$ cat config.mk
export PLATFORM = sky130hd
export DESIGN_NAME = piso_serializer
export DESIGN_NICKNAME = d
export VERILOG_FILES = /design/src/rtl/piso_serializer.sv
export SDC_FILE = /design/constraint.sdc
export NUM_CORES = 1
export LEC_CHECK = 0
export BUFFER_PORTS_ARGS = -buffer_cell sky130_fd_sc_hd__buf_4
export CAP_MARGIN = 20
export CORE_MARGIN = 8
export CORE_UTILIZATION = 54
export CTS_BUF_LIST = sky130_fd_sc_hd__clkbuf_8
export DETAILED_ROUTE_END_ITERATION = 6
export PLACE_DENSITY = 0.77
export RECOVER_POWER = 25
export SLEW_MARGIN = 10
export SYNTH_ARGS = -nofsm -noshare
export SYNTH_HDL_FRONTEND = slang
export SYNTH_SLANG_ARGS = --single-unit
$ cat constraint.sdc
create_clock -name clk -period 1.8 [get_ports clk]
set_input_delay 0.36 -clock clk [delete_from_list [all_inputs] [get_ports clk]]
set_output_delay 0.36 -clock clk [all_outputs]
set_load 0.02 [all_outputs]
$ cat src/rtl/piso_serializer.sv
// Parallel-in, serial-out transmitter: loads a WIDTH-bit word on valid/ready, shifts it out LSB first.
// Define PISO_PARITY_EN to append an even-parity bit after the MSB of every frame.
module piso_serializer #(
  parameter int unsigned WIDTH = 8
) (
  input  logic             clk,
  input  logic             async_reset,
  input  logic [WIDTH-1:0] din,
  input  logic             load_valid,
  output logic             load_ready,
  output logic             sout,
  output logic             sout_valid,
  output logic             frame_start,
  output logic             done
);

  localparam int unsigned CntW = $clog2(WIDTH + 1);
  localparam logic [CntW-1:0] LastCnt = CntW'(WIDTH - 1);

`ifdef PISO_PARITY_EN
  typedef enum logic [1:0] {StIdle, StShift, StParity} state_e;
`else
  typedef enum logic [1:0] {StIdle, StShift} state_e;
`endif

  state_e           state_q, state_d;
  logic [WIDTH-1:0] sreg_q, sreg_d;
  logic [CntW-1:0]  cnt_q, cnt_d;
  logic             last_data;
  logic             last_bit;
  logic             accept;

`ifdef PISO_PARITY_EN
  logic par_q, par_d;
`endif

  assign last_data = (state_q == StShift) && (cnt_q == LastCnt);

`ifdef PISO_PARITY_EN
  assign last_bit = (state_q == StParity);
`else
  assign last_bit = last_data;
`endif

  // Ready during the final bit lets the next frame follow with no idle gap.
  assign load_ready = (state_q == StIdle) || last_bit;
  assign accept     = load_valid && load_ready;

  always_comb begin
    sout        = 1'b0;
    sout_valid  = 1'b0;
    frame_start = 1'b0;
    done        = last_bit;
    unique case (state_q)
      StShift: begin
        sout        = sreg_q[0];
        sout_valid  = 1'b1;
        frame_start = (cnt_q == '0);
      end
`ifdef PISO_PARITY_EN
      StParity: begin
        sout       = par_q;
        sout_valid = 1'b1;
      end
`endif
      default: ;
    endcase
  end

  always_comb begin
    state_d = state_q;
    sreg_d  = sreg_q;
    cnt_d   = cnt_q;
`ifdef PISO_PARITY_EN
    par_d   = par_q;
`endif
    unique case (state_q)
      StShift: begin
        sreg_d = sreg_q >> 1;
        cnt_d  = cnt_q + 1'b1;
        if (last_data) begin
`ifdef PISO_PARITY_EN
          state_d = StParity;
`else
          state_d = StIdle;
`endif
        end
      end
`ifdef PISO_PARITY_EN
      StParity: state_d = StIdle;
`endif
      default: ;
    endcase
    if (accept) begin
      state_d = StShift;
      sreg_d  = din;
      cnt_d   = '0;
`ifdef PISO_PARITY_EN
      par_d   = ^din;
`endif
    end
  end

  always_ff @(posedge clk or negedge async_reset) begin
    if (!async_reset) begin
      state_q <= StIdle;
      sreg_q  <= '0;
      cnt_q   <= '0;
`ifdef PISO_PARITY_EN
      par_q   <= 1'b0;
`endif
    end else begin
      state_q <= state_d;
      sreg_q  <= sreg_d;
      cnt_q   <= cnt_d;
`ifdef PISO_PARITY_EN
      par_q   <= par_d;
`endif
    end
  end

endmodule

==> results of run 1 <==
timing repair:
action                                 CTS  global route
endpoints found under the hold margin   13             0
resized for setup                        0             2
setup endpoints to repair                0             2
buffers inserted                         0             0
hold buffers                             1             0
layer usage:
metal  routed length (µm)  GRT usage
met3                   75     0.0483
met1                  733      0.155
met5                    0          0
met4                    0     0.0259
met2                  718      0.182
final timing paths:
kind / endpoint / cells after the start
max: load_ready / 4
min reg2reg: sreg_q[5] / 1
min in group asynchronous: cnt_q[1] / 2
min: sreg_q[7] / 3
max in group asynchronous: state_q[0] / 2
max reg2reg: sreg_q[1] / 4
cells in the mapped netlist (all sizes together):
cell type,instances,area [µm²]
buf,4,35.0
nand2,4,15.0
nand2b,2,12.5
a21oi,1,5.00
mux2i,8,80.1
nand3,1,5.00
dfrtp,13,325
and4b,1,10.0
or2b,1,7.51
nor2b,1,8.76
inv,3,11.3
xor2,1,8.76
and2,1,6.26
nor2,9,33.8
mux2,1,11.3
o21ai,4,20.0
o32ai,1,8.76
ha,2,25.0
a211o,1,8.76
nor3b,1,7.51
a221o,7,70.1
clkbuf,2,7.51
registers in the layout (all words and copies together), names as in the netlist:
register,cells
sreg_q,8
state_q,1
cnt_q,4
logic make-up (layout without fill, tap and decap cells):
group,count (synthesis),after routing,synth area share
DFF,13,13,0.450
and+or+nand+nor,21,21,0.147
adders and majority gates,2,2,0.0346
AOI/OAI and AO/OA,14,14,0.156
buffers and inverters,9,25,0.0744
xor gates and xnor gates,1,1,0.0121
muxes,9,9,0.126
metrics by stage:
step / instances / area (µm²) / hold slack, ns / setup WS (ns)
global placement: 95 / 827 / 0.212 / 0.203
detailed placement: 95 / 827 / 0.214 / 0.150
CTS: 100 / 882 / 0.346 / 0.0988
global route: 100 / 881 / 0.354 / 0.0204
floorplan: 69 / 723 / 0.0644 / 0.0925
finish: 100 / 881 / 0.340 / 0.123
power by group:
group	internal, µW	leakage, µW	switching, µW
combinational	263	0.000246	260
clock	150	0.0000269	95.2
sequential	406	0.000165	101
total	819	0.000438	455
area by class of cell:
cell class,count,area [µm²],share of cell area
clock inverters,1,3.75,0.00426
repair buffers,18,134,0.152
flip-flops and latches,13,327,0.371
clock buffers,3,41.3,0.0469
inverters,3,11.3,0.0128
multi-input cells,47,345,0.392
well taps,15,18.8,0.0213
worst max-delay path: cells and delay by family (launching register included):
family,cells,cell delay [ns]
DFF,1,0.37
and+or+nand+nor,1,0.08
AOI/OAI and AO/OA,1,0.22
buffers and inverters,1,0.19
adders and majority gates,1,0.23
==> metrics.txt, run 1 <==
Max Cap Violations 0; most common cell after layout, fill and taps aside buf_4; Boundary Pins 16; status finished clean; RR Startpoint cnt_q[0]; final hold violations 0; Finished Core Util 0.694; CTS Root Cell clkbuf_8; crit-path max FO 4; layout cells sized above 1 0.271; worst skew pair latency 0.23 ns; Starting Density 0.570; Max VDD drop 0.779 mV; GRT Util Overall 0.120; crit path cell chain ha_1 > nand2_1 > o21ai_0 > buf_4; initial antenna violation count 0; fill count 102; Fmax 0.596 GHz; clock skew 0.00172 ns; CP Class reg -> out; Final #Nets 99; Critical Path Slowest Stage Cell dfrtp_1; final setup vio count 0; Data required, critical path 1.44 ns; Final Max Slew Viols 0; CTS Sinks 13; Yosys reg bits 13; first-pass GRT wire length 2550 µm; Yosys cell types 24; initial DRC count 9; largest net degree at the start of global routing 14; Layout area overhead 21.8%; H-tree depth 1; routed wire length 1530 µm; total power 1270 µW; FP Rows 13; Clk pin slew, worst setup/hold paths 0.05 ns; Setup crit end kind primary output; Hold WC Path Type in -> reg; maximum root-to-sink buffer count 2; post-synthesis sequential area ratio 0.450; minimum clock period 1.68 ns; synthesized area 723 µm²; static leakage 0.000438 µW; slew margin rel. 0.536; vias in the first global route 537; remaining global-route overflow 0; Die Area 0.00277 mm²; Synth Warn # 0; CTS tree yes; Critical Path Max Stage Delay 0.37 ns; commonest non-fill, non-tap cells in the layout 16 x buf_4, 12 x dfrtp_1, 9 x nor2_1; Die H 52.6 µm; routed len/inst 15.3 µm; port bufs 15; Syn Area/Cell 10.5 µm²; Hold Crit Start din[7]; Worst Tran Pin Value 0.695 ns; Ant. Diodes 0; Net Count, Synth 82; GP Congestion 0.840; core footprint 0.00127 mm²; drt first pass iters 4; DIE WIDTH 52.6 µm; Via density 5.53; r2r setup slk 0.22 ns; TritonCTS buffer count 3; Post-DP HPWL 1110 µm; synthesized netlist cell count 69; remaining antenna violation count 0; Worst EP arrival 1.32 ns; Tcrit/Tclk final 0.932; Critical Path Start cnt_q[0]; setup TNS 0 ns; Startpoint Class flop; # DRC 0; via count 553; setup repair after global routing missed its margin no; P per Cell Area 1450 mW/mm²
(Power assumes the default switching activity.)
==> run 2: changes to the inputs <==
Settings changed: MAX_ROUTING_LAYER set to met4.
==> run 2 against run 1 <==
  * Maximum frequency about the same
  * Utilization unchanged
  * Routed wire length unchanged
  * Worst hold slack is essentially flat
  * Sequential share of layout area stayed put
  * Critical endpoint unchanged
  * Highest routed layer is now met4
  * Critical path depth stayed put
  * Register-to-register slack about the same
  * Setup slack about the same
  * Cell count is the same
==> metrics.txt, run 2 (synthesis results as in run 1) <==
setup repair after global routing missed its margin no; port bufs 15 (unchanged); setup TNS 0 ns (unchanged); worst skew pair latency 0.23 ns (about the same); final setup vio count 0 (unchanged); max reg flops 8 (unchanged); Max Cap Violations 0 (unchanged); Sequential Area 327 µm² (unchanged); Die Area 0.00277 mm² (unchanged); RR Startpoint cnt_q[0]; metal2 WL 709 µm (-1.3%); CTS Root Cell clkbuf_8; Max VDD drop 0.779 mV (about the same); final worst slack 0.123 ns (-0.000100 ns); Clk pin slew, worst setup/hold paths 0.05 ns (about the same); routed wire length 1530 µm (unchanged); Critical Path Slowest Stage Cell dfrtp_1; Via density 5.53 (unchanged); clock skew 0.000849 ns (-0.000867 ns); initial antenna violation count 0 (unchanged); Reg with most FFs sreg_q; CP Class reg -> out; GRT Util Overall 0.123 (+0.00340); Startpoint Class flop; met3 wire length 71 µm (-5.3%); total power 1280 µW (about the same); layout cells sized above 1 0.271 (unchanged); Final #Nets 99 (unchanged); max layer used met4; initial DRC count 11 (+2); Placement Setup Slack 0.150 ns (unchanged); Die H 52.6 µm (unchanged); Post-DP HPWL 1110 µm (unchanged); P per Cell Area 1450 mW/mm² (about the same); core footprint 0.00127 mm² (unchanged); largest net degree at the start of global routing 14 (unchanged); crit-path max FO 4 (unchanged); # DRC 0 (unchanged); Setup crit end kind primary output; R2R cell count 4 (unchanged); routed len/inst 15.3 µm (unchanged); Data required, critical path 1.44 ns (about the same); H-tree depth 1 (unchanged); dpl cell area 827 µm² (unchanged); Layout area overhead 21.8% (unchanged); remaining antenna violation count 0 (unchanged); Hold Crit Start din[7]; multi-input logic area 345 µm² (unchanged); Boundary Pins 16 (unchanged); Top Registers sreg_q x8, cnt_q x4, state_q x1; Starting Density 0.570 (unchanged); maximum root-to-sink buffer count 2 (unchanged); GP Congestion 0.853 (+1.6%); final hold violations 0 (unchanged); TritonCTS buffer count 3 (unchanged); r2r setup slk 0.22 ns (about the same); CTS Sinks 13 (unchanged); Ant. Diodes 0 (unchanged); via count 553 (unchanged); Worst Tran Pin Value 0.695 ns (-0.000177 ns); Worst EP arrival 1.32 ns (about the same); Tcrit/Tclk final 0.932 (about the same); DIE WIDTH 52.6 µm (unchanged); WHS Endpoint sreg_q[7]; drt first pass iters 4 (unchanged); static leakage 0.000438 µW (unchanged); FP Rows 13 (unchanged); vias in the first global route 539 (+0.37%); first-pass GRT wire length 2540 µm (-0.27%); final hold slack 0.340 ns (-0.0000270 ns); minimum clock period 1.68 ns (+0.000100 ns); Metal-1 WL 743 µm (+1.4%); Final Max Slew Viols 0 (unchanged); Post-CTS Setup Bufs 0 (unchanged); Fmax 0.596 GHz (about the same); fill count 102 (unchanged); crit path cell chain ha_1 > nand2_1 > o21ai_0 > buf_4; commonest non-fill, non-tap cells in the layout 16 x buf_4, 12 x dfrtp_1, 9 x nor2_1; FF-to-FF End sreg_q[1]; status finished clean; CTS tree yes; most common cell after layout, fill and taps aside buf_4; worst hold path depth 3 (unchanged); slew margin rel. 0.536 (about the same); Critical Path Max Stage Delay 0.37 ns (about the same); remaining global-route overflow 0 (unchanged); Design Area, Final 881 µm² (unchanged); Hold WC Path Type in -> reg
-- run 2: metal layers --
metal,vias up,global-route usage
li1,280,-
met1,262,0.157
met2,9,0.182
met3,2,0.0455
met4,0,0.0259
met5,-,-
-- run 2: cell type report --
| class | instances | share of cell area |
|---|---|---|
| Multi-Input combinational cell | 47 | 0.392 |
| Sequential cell | 13 | 0.371 |
| Timing Repair Buffer | 18 | 0.152 |
| Clock buffer | 3 | 0.0469 |
| Tap cell | 15 | 0.0213 |
| Inverter | 3 | 0.0128 |
| Clock inverter | 1 | 0.00426 |
-- run 2: where the power goes --
| part | leakage [µW] | internal, µW | total [µW] | switching, µW |
|---|---|---|---|---|
| clock | 0.0000269 | 150 | 246 | 96.2 |
| combinational | 0.000246 | 263 | 522 | 259 |
| sequential | 0.000165 | 406 | 506 | 100 |
-- run 2: worst max-delay path: cells and delay by family (launching register included) --
| family | cells | cell delay (ns) |
|---|---|---|
| simple gates | 1 | 0.08 |
| fa+ha+maj | 1 | 0.23 |
| compound gates | 1 | 0.22 |
| flops | 1 | 0.37 |
| buf+inv | 1 | 0.19 |
-- run 2: how the worst max path moves through the flow --
stage,slack [ns],endpoint,startpoint
final,0.12,load_ready,cnt_q[0]
after global routing,0.02,load_ready,cnt_q[0]
after CTS,0.1,frame_start,state_q[0]
after detailed placement,0.15,sreg_q[6],cnt_q[0]
after global placement,0.20,sreg_q[2],cnt_q[0]
after floorplan,0.09,frame_start,state_q[0]
-- run 2: repair_timing --
item | in CTS | in global routing
setup endpoints to repair | 0 | 2
resized for setup | 0 | 2
hold buffers | 1 | 0
hold endpoints to repair | 13 | 0
-- run 2: through the flow --
step	instances	utilization
after floorplan	69	-
after CTS	100	0.695
after global placement	95	0.652
after global routing	100	0.694
final	100	0.694
after detailed placement	95	0.652
==> run 3: changes to the inputs <==
Settings changed: PLACE_DENSITY 0.77 to not set, PLACE_DENSITY_LB_ADDON set to 0.25.
==> run 3 against run 2 <==
  * Clock power grew 2%
  * Critical path depth is the same
  * Count of clock-buffer cells in the layout is the same
  * Largest cell class unchanged
  * Largest power group unchanged
==> metrics.txt, run 3 (synthesis results as in run 1) <==
Tcrit/Tclk final 0.940 (+0.00840); via count 555 (+0.36%); Worst Tran Pin Value 0.713 ns (+0.0176 ns); TritonCTS buffer count 3 (unchanged); H-tree depth 1 (unchanged); Worst EP arrival 1.33 ns (about the same); total power 1290 µW (+1.1%); fill count 103 (+0.98%); Final #Nets 99 (unchanged); commonest non-fill, non-tap cells in the layout 16 x buf_4, 13 x dfrtp_1, 9 x nor2_1; CP Class reg -> out; Startpoint Class flop; Finished Core Util 0.692 (-0.00197); final hold violations 0 (unchanged); Boundary Pins 16 (unchanged); maximum root-to-sink buffer count 2 (unchanged); largest net degree at the start of global routing 15 (+1); R2R cell count 4 (unchanged); Critical Path Slowest Stage Cell dfrtp_1; Sequential Area 325 µm² (-0.38%); Post-DP HPWL 1130 µm (+1.4%); most common cell after layout, fill and taps aside buf_4; remaining antenna violation count 0 (unchanged); crit-path max FO 4 (unchanged); GRT Util Overall 0.125 (+0.00237); Max Cap Violations 0 (unchanged); Starting Density 0.570 (unchanged); first-pass GRT wire length 2490 µm (-1.9%); Die H 52.6 µm (unchanged); Reg with most FFs sreg_q; CTS tree yes; Clk pin slew, worst setup/hold paths 0.05 ns (about the same); Max VDD drop 1.01 mV (+30%); FP Rows 13 (unchanged); fin cells 100 (unchanged); Placed Cells incl. Taps 95 (unchanged); Via density 5.55 (+0.36%); worst skew pair latency 0.24 ns (about the same); initial antenna violation count 0 (unchanged); multi-input logic area 344 µm² (-0.36%); Data required, critical path 1.44 ns (about the same); DIE WIDTH 52.6 µm (unchanged); Fmax 0.591 GHz (-0.89%); vias in the first global route 563 (+4.5%); core footprint 0.00127 mm² (unchanged); CTS resizes 0 (unchanged); Top Registers sreg_q x8, cnt_q x4, state_q x1; Final Max Slew Viols 0 (unchanged); drt first pass iters 3 (-1); worst hold path depth 2 (-1); remaining global-route overflow 0 (unchanged); CTS Sinks 13 (unchanged); Post-CTS Setup Bufs 0 (unchanged); Layout area overhead 21.5%; CTS Root Cell clkbuf_8; dpl cell area 827 µm² (unchanged); crit path cell chain ha_1 > nand2_1 > o21ai_0 > buf_4; layout cells sized above 1 0.247 (-0.0235); routed wire length 1570 µm (+2.9%); minimum clock period 1.69 ns (+0.0151 ns); Hold WC Path Type in -> reg; port bufs 15 (unchanged); Ant. Diodes 0 (unchanged); routed len/inst 15.7 µm (+2.9%); clock skew 0.000812 ns (-0.0000371 ns); Design Area, Final 878 µm² (-0.28%); Setup crit end kind primary output; slew margin rel. 0.525 (-0.0118); P per Cell Area 1470 mW/mm² (+1.4%); final setup vio count 0 (unchanged); setup TNS 0 ns (unchanged); setup repair after global routing missed its margin no; initial DRC count 7 (-4); # DRC 0 (unchanged); GP Congestion 0.854 (about the same); max reg flops 8 (unchanged); Die Area 0.00277 mm² (unchanged); Critical Path Max Stage Delay 0.37 ns (about the same); status finished clean; static leakage 0.000439 µW (+0.37%)
[run 3: report_power, final]
group          internal (µW)  switching (µW)  total, µW
clock                    150             100        251
sequential               405            96.4        501
combinational            266             272        538
[run 3: metrics by stage]
stage               worst slack (ns)  hold WS, ns
detailed placement             0.259        0.211
floorplan                     0.0925       0.0644
global route                  0.0103        0.359
CTS                           0.0996        0.354
finish                         0.107        0.357
global placement               0.295        0.210
[run 3: what timing repair did]
item,in CTS,in global routing
endpoints found under the setup margin,0,0
endpoints found under the hold margin,13,0
hold buffers,1,0
[run 3: final timing paths]
| path | startpoint | endpoint | slack [ns] |
|---|---|---|---|
| setup / recovery | cnt_q[0] | load_ready | 0.11 |
| hold / removal | din[3] | sreg_q[3] | 0.36 |
| setup reg to reg | cnt_q[0] | sreg_q[1] | 0.23 |
| hold reg to reg | sreg_q[4] | sreg_q[3] | 0.51 |
| max in group asynchronous | async_reset | sreg_q[4] | 0.67 |
| min in group asynchronous | async_reset | sreg_q[6] | 0.68 |
[run 3: layout make-up]
type	count	share of cell area
Sequential cell	13	0.370
Clock buffer	3	0.0470
Multi-Input combinational cell	47	0.392
Tap cell	15	0.0214
Inverter	3	0.0128
Timing Repair Buffer	18	0.152
Clock inverter	1	0.00427
[run 3: critical path: cells and delay by family, from the launching register on]
kind            cells  cell delay, ns
simple gates        1            0.08
fa+ha+maj           1            0.24
buf+inv             1            0.18
flops               1            0.37
compound gates      1            0.21
[run 3: routing by layer]
layer	part of all wire	global-route usage	routed length, µm
met1	0.49	0.147	777
met2	0.45	0.188	713
met3	0.036	0.0398	57
met4	0.015	0.0647	23
met5	0	-	0
